$ cat src/rtl/regwrite_arbiter.sv
// Two-requester register-file write arbiter: round-robin between ALU (A) and load (B)
// writebacks, one registered write slot per cycle, plus a saturating conflict counter.
module regwrite_arbiter #(
  parameter int DATA_W = 32,
  parameter int CNT_W  = 8
) (
  input  logic              clk,
  input  logic              rst_n,
  input  logic              hold,
  input  logic              a_valid,
  input  logic [4:0]        a_addr,
  input  logic [DATA_W-1:0] a_data,
  output logic              a_ready,
  input  logic              b_valid,
  input  logic [4:0]        b_addr,
  input  logic [DATA_W-1:0] b_data,
  output logic              b_ready,
  output logic [31:0]       dselect,
  output logic [DATA_W-1:0] wdata,
  output logic [CNT_W-1:0]  conflict_cnt
);

  localparam logic GRANT_A = 1'b0;
  localparam logic GRANT_B = 1'b1;

  logic              last_grant_q, last_grant_d;
  logic [31:0]       dselect_q, dselect_d;
  logic [DATA_W-1:0] wdata_q, wdata_d;
  logic [CNT_W-1:0]  cnt_q, cnt_d;
  logic              conflict;

  // Handshake: a request is accepted at a posedge when valid and ready are both high;
  // ready depends only on valid, hold, reset and the last grant, never on the bank.
  assign conflict = a_valid & b_valid & ~hold;
  assign a_ready  = rst_n & ~hold & a_valid & (~b_valid | (last_grant_q == GRANT_B));
  assign b_ready  = rst_n & ~hold & b_valid & (~a_valid | (last_grant_q == GRANT_A));

  always_comb begin
    last_grant_d = last_grant_q;
    wdata_d      = wdata_q;
    dselect_d    = '0;
    cnt_d        = cnt_q;
    if (a_ready) begin
      dselect_d    = (a_addr == 5'd0) ? 32'd0 : (32'd1 << a_addr);
      wdata_d      = a_data;
      last_grant_d = GRANT_A;
    end else if (b_ready) begin
      dselect_d    = (b_addr == 5'd0) ? 32'd0 : (32'd1 << b_addr);
      wdata_d      = b_data;
      last_grant_d = GRANT_B;
    end
    if (conflict && (cnt_q != {CNT_W{1'b1}})) begin
      cnt_d = cnt_q + 1'b1;
    end
  end

  // Reset leaves last_grant at B so that A wins the first conflict.
  always_ff @(posedge clk) begin
    if (!rst_n) begin
      last_grant_q <= GRANT_B;
      dselect_q    <= '0;
      wdata_q      <= '0;
      cnt_q        <= '0;
    end else begin
      last_grant_q <= last_grant_d;
      dselect_q    <= dselect_d;
      wdata_q      <= wdata_d;
      cnt_q        <= cnt_d;
    end
  end

  assign dselect      = dselect_q;
  assign wdata        = wdata_q;
  assign conflict_cnt = cnt_q;

endmodule

$ cat config.mk
export PLATFORM = sky130hd
export DESIGN_NAME = regwrite_arbiter
export DESIGN_NICKNAME = d
export VERILOG_FILES = /design/src/rtl/regwrite_arbiter.sv
export SDC_FILE = /design/constraint.sdc
export NUM_CORES = 1
export LEC_CHECK = 0
export CORE_MARGIN = 8
export CORE_UTILIZATION = 39
export DETAILED_ROUTE_END_ITERATION = 10
export GPL_ROUTABILITY_DRIVEN = 0
export PLACE_DENSITY = 0.86
export SYNTH_ARGS = -nofsm -noshare
export SYNTH_HDL_FRONTEND = slang
export SYNTH_SLANG_ARGS = --single-unit
$ cat constraint.sdc
create_clock -name clk -period 2.3 [get_ports clk]
set_input_delay 0.575 -clock clk [delete_from_list [all_inputs] [get_ports clk]]
set_output_delay 0.575 -clock clk [all_outputs]
set_load 0.03 [all_outputs]
==> impl_metrics.toml, run 1 <==
[timing]
setup_slack_ns = 0.0796
fin_crit_sh = 0.965
grt_setup_unrepaired = "false"
finalHoldViolCount = 0
finalSetupTns_ns = 0
final_setup_violating_endpoints = 0
clock_skew_ns = 0.00973
final-max-slew-violation-count = 0
final_period_minus_worst_setup_slack_ns = 2.22
maxClockFrequency_mhz = 450

[final_layout]
commonest_non_fill_non_tap_cell_in_the_layout = "clkdlybuf4s50_1"
final_nets = 566
drive_above_1_share = 0.0896
insertedDiodeCount = 0
mostFrequentLayoutCells = "clkdlybuf4s50_1 (149), nand2_1 (73), dfxtp_1 (73)"
post-route-util = 0.663
flow.area_growth_from_synthesis_pct = 66.6

[flow_run]
max_capacitance_violation_count = 0

[setup_path]
crit_required_ns = 1.73
cp_cell_sequence = "clkdlybuf4s50_1, and2b_2, nand3_4, inv_2, buf_4"
cpMaxStageDelayCell = "clkdlybuf4s50_1"
critical_path.max_fanout = 6
worst_reg2reg_path_length_in_cells = 5
data_arrival_time_of_the_critical_path_ns = 1.65
worstSetupPathType = "in -> out"
worst_path_largest_cell_delay_ns = 0.49
setup.worst_path.start_class = "input port"
worst-path-stages = 5
reg2reg_from = "conflict_cnt[0]$_SDFFE_PN0P_"
worstSetupStartpoint = "hold"
critPathBufInv = 3
cp-end-kind = "primary output"
critical_path.top_delay_family = "buffers and inverters"

[synthesis]
synth.avg_cell_area_um2 = 8.70
synth_simple_gate_area_share = 0.211
post_synthesis_sequential_area_ratio = 0.512
synth_compound_gate_area_share = 0.223
synth.lib_cells_used.distinct = 38
postSynthCellCount = 328
synthMuxAreaShare = 0.00351
ys_seq_elements = 73
synthesis.nets = 408
synth_top_family_by_area = "compound AO/OA/AOI/OAI gates"
adder_and_majority_cell_fraction_of_the_synthesized_area = 0.00438
synth.cell_area_um2 = 2860
yosysWarningCount = 0
synth_xor_xnor_area_share = 0.0123

[placed_design]
place_hpwl_um = 7460
place_worst_setup_slack_ns = -0.0528
place.port_buffers = 152

[die]
die_x_um = 102
die_area_um2 = 10300
rows = 31
die_height_um = 102
core_area_um2 = 7180
ioPinCount = 153
floorplan.initialDensity = 0.398

[hold_path]
min_path_type = "reg -> reg"
worstHoldPathCells = 2
worstHoldStart = "wdata[16]$_SDFFE_PN0P_"

[pwr]
total_power_uw = 2810
max-vdd-ir-drop_mv = 0.412
pwrdens_nw_per_um2 = 591
power.static_leakage_uw = 0.00166

[global_routing]
initial_antenna_violation_count = 0
grt_pass1_wl_um = 15800
first_global_vias = 3260
grt_max_degree = 61
overflow_after_grt = 0
grt_util_all_layers = 0.194

[detailed_routing]
drt_pre_antenna_iters = 4
finalWirelength_um = 9900
drt_iter0_markers = 115
drt.antenna.violating_nets = 0
drc_errors = 0
detail_route.wl_per_cell_um = 16.8
detailroute.via_count = 3075
vias_per_cell = 5.21

[clocking]
tritoncts = "yes"
cts.sink_count = 73
inserted_clock_buffers = 9
hold_buffers = 0
cts.htree.levels = 3
clock_tree.root_cell = "clkbuf_8"
clkLatencyLatePin_ns = 0.34
cts-root-to-sink-buffers = 2
post_cts_clock_slew_at_the_launch_and_capture_registers_of_the_worst_setup_and_hold_paths_ns = 0.07

[status]
result_of_the_run = "complete, no violations"
[worst reg2reg max path, stage by stage (launching register included)]
cell and delay, ns:
dfxtp_1 0.35, ha_1 0.23, and3_4 0.20, a21o_4 0.24, or4_1 0.47, a21oi_1 0.15
[Yosys cell counts (all sizes together)]
library cell	instances	area (µm²)
a2111oi	1	15.0
and4	1	11.3
buf	7	35.0
mux2i	1	10.0
or3	8	50.1
xor2	1	8.76
and3	1	11.3
conb	1	3.75
nor2	4	15.0
nand3	6	35.0
o41ai	1	8.76
or4	2	15.0
o22ai	31	194
dfxtp	73	1460
a211oi	1	7.51
nand4	2	12.5
nor2b	1	6.26
ha	1	12.5
a21oi	2	10.0
clkbuf	10	37.5
nand4b	4	35.0
inv	5	18.8
and2	2	12.5
nand3b	1	20.0
o21ai	33	165
and2b	2	15.0
nor4b	1	8.76
a21o	1	15.0
nand2	73	274
o211ai	1	7.51
xnor2	3	26.3
nand2b	9	56.3
a31oi	32	200
or2	4	25.0
o31ai	2	15.0
[state kept, by name, indices dropped and copies added, names as in the netlist]
name / flops
last_grant_q: 1
dselect: 32
conflict_cnt: 8
wdata: 32
[timing repair]
action / 4_1_cts / 5_1_grt
hold endpoints to repair: 0 / 0
setup endpoints to repair: 2 / 2
setup buffers: 0 / 3
gates resized for setup: 4 / 1
cloned: 0 / 0
[kinds of logic (layout without fill, tap and decap cells)]
kind of cell,after synthesis,in the layout
compound gates,105,105
fa+ha+maj,1,1
mux,1,1
simple gates,121,121
xor+xnor,4,4
buf+inv,22,185
flops,73,73
other cells,1,1
[power breakdown]
| part | total, µW | internal (µW) | switching (µW) |
|---|---|---|---|
| Sequential | 1330 | 1310 | 22.9 |
| Clock | 989 | 527 | 462 |
| Combinational | 491 | 249 | 242 |
| Total | 2810 | 2080 | 727 |
[routing by layer]
layer,GRT usage,vias to the layer above,share of wire
li1,-,1509,-
met1,0.201,1388,0.37
met2,0.335,153,0.50
met3,0.0770,25,0.10
met4,0.0905,0,0.024
met5,0,-,0
[through the flow]
stage               hold slack (ns)  cell area (µm²)  instances
finish                        0.473             4760        590
global route                  0.489             4760        590
CTS                           0.477             4730        587
detailed placement            0.466             4520        571
global placement              0.457             4520        571
floorplan                     0.491             2860        328
[path summary, 6_finish.rpt]
check	end	slack, ns
max reg2reg	conflict_cnt[5]$_SDFFE_PN0P_	0.60
min	wdata[16]$_SDFFE_PN0P_	0.47
max	a_ready	0.08
min reg2reg	wdata[16]$_SDFFE_PN0P_	0.47
[area by class of cell]
| class | instances | area, µm² |
|---|---|---|
| Inverter | 5 | 18.8 |
| Clock buffer | 11 | 141 |
| Fill cell | 575 | 2420 |
| Sequential cell | 73 | 1460 |
| Tap cell | 99 | 124 |
| Timing Repair Buffer | 164 | 1630 |
| Clock inverter | 5 | 55.1 |
| Multi-Input combinational cell | 233 | 1330 |
Note: power is estimated with default switching activity, not from simulation.
==> run 2, diff against run 1 <==
CTS_CLUSTER_DIAMETER = 200   (was default)
CTS_CLUSTER_SIZE = 30   (was default)
==> results of run 2 <==
Same layout as run 1: the final DEF is identical, and so are final timing and power.
==> run 3, diff against run 2 <==
GPL_TIMING_DRIVEN = 0   (was default)
==> run 3 against run 2 <==
  * Register-to-register slack barely moved
  * First-iteration DRC count fell by 14%
  * Cell count rose by 1.4%
  * Worst hold slack improved by 0.0021 ns
  * Critical path depth did not move
  * Clock skew fell by 0.0038 ns
  * Largest power group unchanged
  * Total power fell by 3.7%
  * Routed wire length rose by 0.78%
  * Non-clock buffer count rose by 9
==> impl_metrics.toml, run 3 (same netlist as run 1, synthesis figures left out) <==
[pwr]
max-vdd-ir-drop_mv = 0.271
netSwitchingFraction = 0.274
relative_contribution_of_sequential_cells_to_total_power = 0.491
switching_power_uw = 742
power.static_leakage_uw = 0.00166
pwrdens_nw_per_um2 = 570
clock_power_share = 0.328
comb_power_share = 0.182
internal-power_uw = 1960

[clocking]
cts-root-to-sink-buffers = 2
clkLatencyLatePin_ns = 0.34
cts.sink_count = 73
post_cts_clock_slew_at_the_launch_and_capture_registers_of_the_worst_setup_and_hold_paths_ns = 0.07
clock_tree.root_cell = "clkbuf_8"
cts.htree.levels = 3
tritoncts = "yes"
inserted_clock_buffers = 9
hold_buffers = 0

[detailed_routing]
finalWirelength_um = 9970
detail_route.wl_per_cell_um = 16.7
drt.antenna.violating_nets = 0
drc_errors = 0
detailroute.via_count = 3150
drt_pre_antenna_iters = 4
vias_per_cell = 5.27
drt_iter0_markers = 99

[setup_path]
reg2reg_from = "conflict_cnt[0]$_SDFFE_PN0P_"
setup.worst_path.start_class = "input port"
worst_path_most_repeated_cell = "buf_6"
data_arrival_time_of_the_critical_path_ns = 1.66
critical_path.max_fanout = 5
worst_path_largest_cell_delay_ns = 0.63
cpMaxStageDelayCell = "clkdlybuf4s50_1"
critical_path.top_delay_family = "buffers and inverters"
worstSetupPathType = "in -> out"
cp-end-kind = "primary output"
worstSetupStartpoint = "rst_n"
critPathBufInv = 4
crit_required_ns = 1.73
cp_cell_sequence = "clkdlybuf4s50_1, nand3_4, buf_6, inv_4, buf_6"

[global_routing]
grt_max_degree = 19
grt_pass1_wl_um = 15300
initial_antenna_violation_count = 0
first_global_vias = 3096
grt_util_all_layers = 0.188
overflow_after_grt = 0

[final_layout]
final_cell_count_no_fill = 598
commonest_non_fill_non_tap_cell_in_the_layout = "clkdlybuf4s50_1"
mostFrequentLayoutCells = "clkdlybuf4s50_1 (147), nand2_1 (73), dfxtp_1 (73)"
insertedDiodeCount = 0
flow.area_growth_from_synthesis_pct = 66.2
final_nets = 575
num-fill-cells = 579
drive_above_1_share = 0.0862
area_taken_by_flip_flops_and_latches_um2 = 1460
multiInputGateArea_um2 = 1330

[timing]
final_setup_violating_endpoints = 0
clock_skew_ns = 0.00590
finalHoldViolCount = 0
fin_crit_sh = 0.973
final_period_minus_worst_setup_slack_ns = 2.24
setup_slack_ns = 0.0622
final-max-slew-violation-count = 0
maxClockFrequency_mhz = 447
grt_setup_unrepaired = "false"

[placed_design]
place_worst_setup_slack_ns = -1.04
place.port_buffers = 152
placed_cells = 579
place_hpwl_um = 7610

[die]
die_height_um = 102
die_area_um2 = 10300
ioPinCount = 153
rows = 31
floorplan.initialDensity = 0.398
core_area_um2 = 7180
die_x_um = 102

[flow_run]
max_capacitance_violation_count = 0

[hold_path]
worstHoldStart = "wdata[12]$_SDFFE_PN0P_"
min_path_type = "reg -> reg"

[status]
result_of_the_run = "complete, no violations"
[run 3: what timing repair did]
action,in CTS,in global routing
gates resized for setup,24,3
endpoints found under the setup margin,2,2
pin swaps,1,0
setup buffers,4,1
[run 3: worst paths after layout]
| check | slack (ns) | end | depth (start not counted) |
|---|---|---|---|
| hold reg to reg | 0.47 | wdata[12]$_SDFFE_PN0P_ | 2 |
| setup reg to reg | 0.60 | conflict_cnt[5]$_SDFFE_PN0P_ | 5 |
| setup / recovery | 0.06 | a_ready | 5 |
| hold / removal | 0.47 | wdata[12]$_SDFFE_PN0P_ | 2 |
[run 3: per-stage QoR]
step	utilization	hold WS (ns)	setup TNS [ns]	total power [µW]	area [µm²]
finish	0.661	0.475	0	2710	4740
global route	0.661	0.489	0	2810	4740
CTS	0.659	0.475	0	2720	4730
detailed placement	0.627	0.464	-5.47	1840	4500
global placement	0.627	0.458	-4.10	1830	4500
floorplan	-	0.491	0	1570	2860
[run 3: area by class of cell]
cell class                      count  share of cell area
Clock buffer                       10              0.0290
Buffer                             16              0.0156
Timing Repair Buffer              157               0.329
Inverter                            5             0.00607
Sequential cell                    73               0.308
Clock inverter                      5             0.00686
Multi-Input combinational cell    233               0.279
Tap cell                           99              0.0261
[run 3: routing by layer]
| layer | vias up | wire length [µm] | track usage |
|---|---|---|---|
| met1 | 1452 | 3720 | 0.196 |
| met5 | - | 0 | 0 |
| li1 | 1519 | - | - |
| met2 | 163 | 4950 | 0.328 |
| met4 | 0 | 175 | 0.0722 |
| met3 | 16 | 1120 | 0.0756 |
[run 3: worst reg2reg max path, cell delays in order (launching register included)]
cell and delay (ns):
dfxtp_1 0.35, ha_1 0.24, and3_4 0.20, a21o_4 0.24, or4_1 0.47, a21oi_1 0.15
[run 3: power groups by stage]
stage	registers, µW	logic, µW	clock network (µW)
2_1_floorplan	1440	125	0
4_1_cts	1330	491	902
5_1_grt	1330	526	947
6_report	1330	492	886
3_5_place_dp	1360	479	0
3_3_place_gp	1360	471	0
==> variant (settings of run 2) <==
Set the parameter `DATA_W` to 48 (it was 32).
--- a/src/rtl/regwrite_arbiter.sv
+++ b/src/rtl/regwrite_arbiter.sv
@@ -3,3 +3,3 @@
 module regwrite_arbiter #(
-  parameter int DATA_W = 32,
+  parameter int DATA_W = 48,
   parameter int CNT_W  = 8
Interface: changed (resized a_data, b_data and wdata); port bits go from 153 to 201. No check against the original RTL was run, so the function may have changed too.
==> variant against run 2 <==
Setup slack worse by 0.042 ns; routed wire length up 31%; final area up 24%; power is 29% higher; utilization increased by 1.0 points; area after synthesis grew 24%; largest cell class unchanged; die area rose by 20%; sequential cell count up 16.
==> variant: results (changes against run 2) <==
\begin{tabular}{lr}
\hline
Metric & Value \\
\hline
\multicolumn{2}{l}{\textbf{Run status}} \\
\quad Outcome & finished, final reports clean \\
\multicolumn{2}{l}{\textbf{Floorplan}} \\
\quad Core area & 0.00876 sq mm (+22\%) \\
\multicolumn{2}{l}{\textbf{Route}} \\
\quad Routed wire per std cell & 17.9 um (+6.7\%) \\
\quad Number of iterations in the first detailed-routing pass & 5 (+1) \\
\quad Via density per instance & 5.37 (+3.1\%) \\
\quad Starting DRT DRC Count & 236 (+110\%) \\
\multicolumn{2}{l}{\textbf{Worst setup path}} \\
\quad Register-to-Register Setup Slack & 0.78 ns (+0.18 ns) \\
\quad Endpoint arrival time on the critical path & 1.69 ns (+0.04 ns) \\
\multicolumn{2}{l}{\textbf{Finish}} \\
\quad Non-filler instance count after layout & 725 (+23\%) \\
\quad Non-CTS buffers & 210 (+28\%) \\
\quad Area taken by flip-flops and latches & 0.00178 sq mm (+22\%) \\
\quad Area fraction of clock buffers and clock inverters & 0.0420 (+0.000689) \\
\quad Final instance area & 0.00590 sq mm (+24\%) \\
\quad Share of cell area taken by multi-input logic gates & 0.277 (-0.00120) \\
\multicolumn{2}{l}{\textbf{STA}} \\
\quad Final hold slack & 0.475 ns (+0.00266 ns) \\
\quad Layout Skew & 0.0177 ns (+0.00799 ns) \\
\multicolumn{2}{l}{\textbf{Power and ir drop}} \\
\quad Standby leakage power & 2.06 nW (+24\%) \\
\quad IR Drop Worst-Case VDD & 0.334 mV (-19\%) \\
\quad Logic pwr share & 0.184 (+0.009) \\
\multicolumn{2}{l}{\textbf{Yosys}} \\
\quad Net Count, Synth & 530 (+30\%) \\
\quad Commonest cells in the netlist & 105 x sky130\_fd\_sc\_hd\_\_nand2\_1, 89 x sky130\_fd\_sc\_hd\_\_dfxtp\_1, 48 x sky130\_fd\_sc\_hd\_\_a31oi\_1 \\
\quad Top cells by area, synth & sky130\_fd\_sc\_hd\_\_dfxtp\_1 50\%, sky130\_fd\_sc\_hd\_\_nand2\_1 11\%, sky130\_fd\_sc\_hd\_\_a31oi\_1 8.5\% \\
\multicolumn{2}{l}{\textbf{Placed design}} \\
\quad Half-perimeter wire length after placement & 9910 um (+33\%) \\
\quad Placed cell areas & 0.00564 sq mm (+25\%) \\
\quad Dpl cells & 709 (+24\%) \\
\quad Buffers on Ports & 200 (+32\%) \\
\multicolumn{2}{l}{\textbf{GRT}} \\
\quad Global-route wire length before repair & 20800 um (+32\%) \\
\quad Number of global-route vias before repair & 4068 (+25\%) \\
\quad Largest net degree at the start of global routing & 65 (+6.6\%) \\
\multicolumn{2}{l}{\textbf{Clock network}} \\
\quad Clock latency at the later pin of the worst-skew pair & 0.36 ns (+0.02 ns) \\
\multicolumn{2}{l}{\textbf{Worst hold path}} \\
\quad Hold path endpoint & wdata[3]\$\_SDFFE\_PN0P\_ \\
\hline
\end{tabular}
==> variant: cell types whose count changed after synthesis, moves of 6 or more <==
cell / change
sky130_fd_sc_hd__dfxtp_1: +16
sky130_fd_sc_hd__buf_2: +7
sky130_fd_sc_hd__o21ai_0: +6
sky130_fd_sc_hd__o21ai_1: +11
sky130_fd_sc_hd__a31oi_1: +16
sky130_fd_sc_hd__nand2_1: +32
==> variant: worst max path at each step <==
stage / depth (start not counted) / slack (ns) / to
2_1_floorplan: 4 / 0.50 / b_ready
3_3_place_gp: 5 / 0.05 / b_ready
3_5_place_dp: 5 / -0.004 / b_ready
4_1_cts: 5 / 0.02 / b_ready
5_1_grt: 5 / 0.001 / a_ready
6_report: 5 / 0.04 / a_ready
==> variant: cells by family (layout without fill, tap and decap cells) <==
logic type / after synthesis / after routing / synth area share
AOI/OAI and AO/OA: 135 / 135 / 0.227
xor gates and xnor gates: 4 / 4 / 0.00992
adders and majority gates: 1 / 1 / 0.00354
buffers and inverters: 31 / 230 / 0.0390
DFF: 89 / 89 / 0.505
muxes: 2 / 2 / 0.00567
other: 1 / 1 / 0.00106
and+or+nand+nor: 155 / 155 / 0.209
==> variant: critical path, delay by kind of cell <==
family / cells / cell delay (ns)
AND/OR/NAND/NOR: 2 / 0.37
buffers and inverters: 3 / 0.75
==> variant: timing repair <==
| action | 4_1_cts | 5_1_grt |
|---|---|---|
| setup endpoints to repair | 1 | 1 |
| resized for setup | 1 | 2 |
| buffers inserted | 0 | 0 |
| pin swaps | 0 | 0 |
==> variant: layer usage <==
metal	GRT usage	vias up	share of wire
met1	0.212	1781	0.37
met3	0.0649	28	0.083
met2	0.362	200	0.53
li1	-	1887	-
met4	0.0862	0	0.025
met5	0	-	0
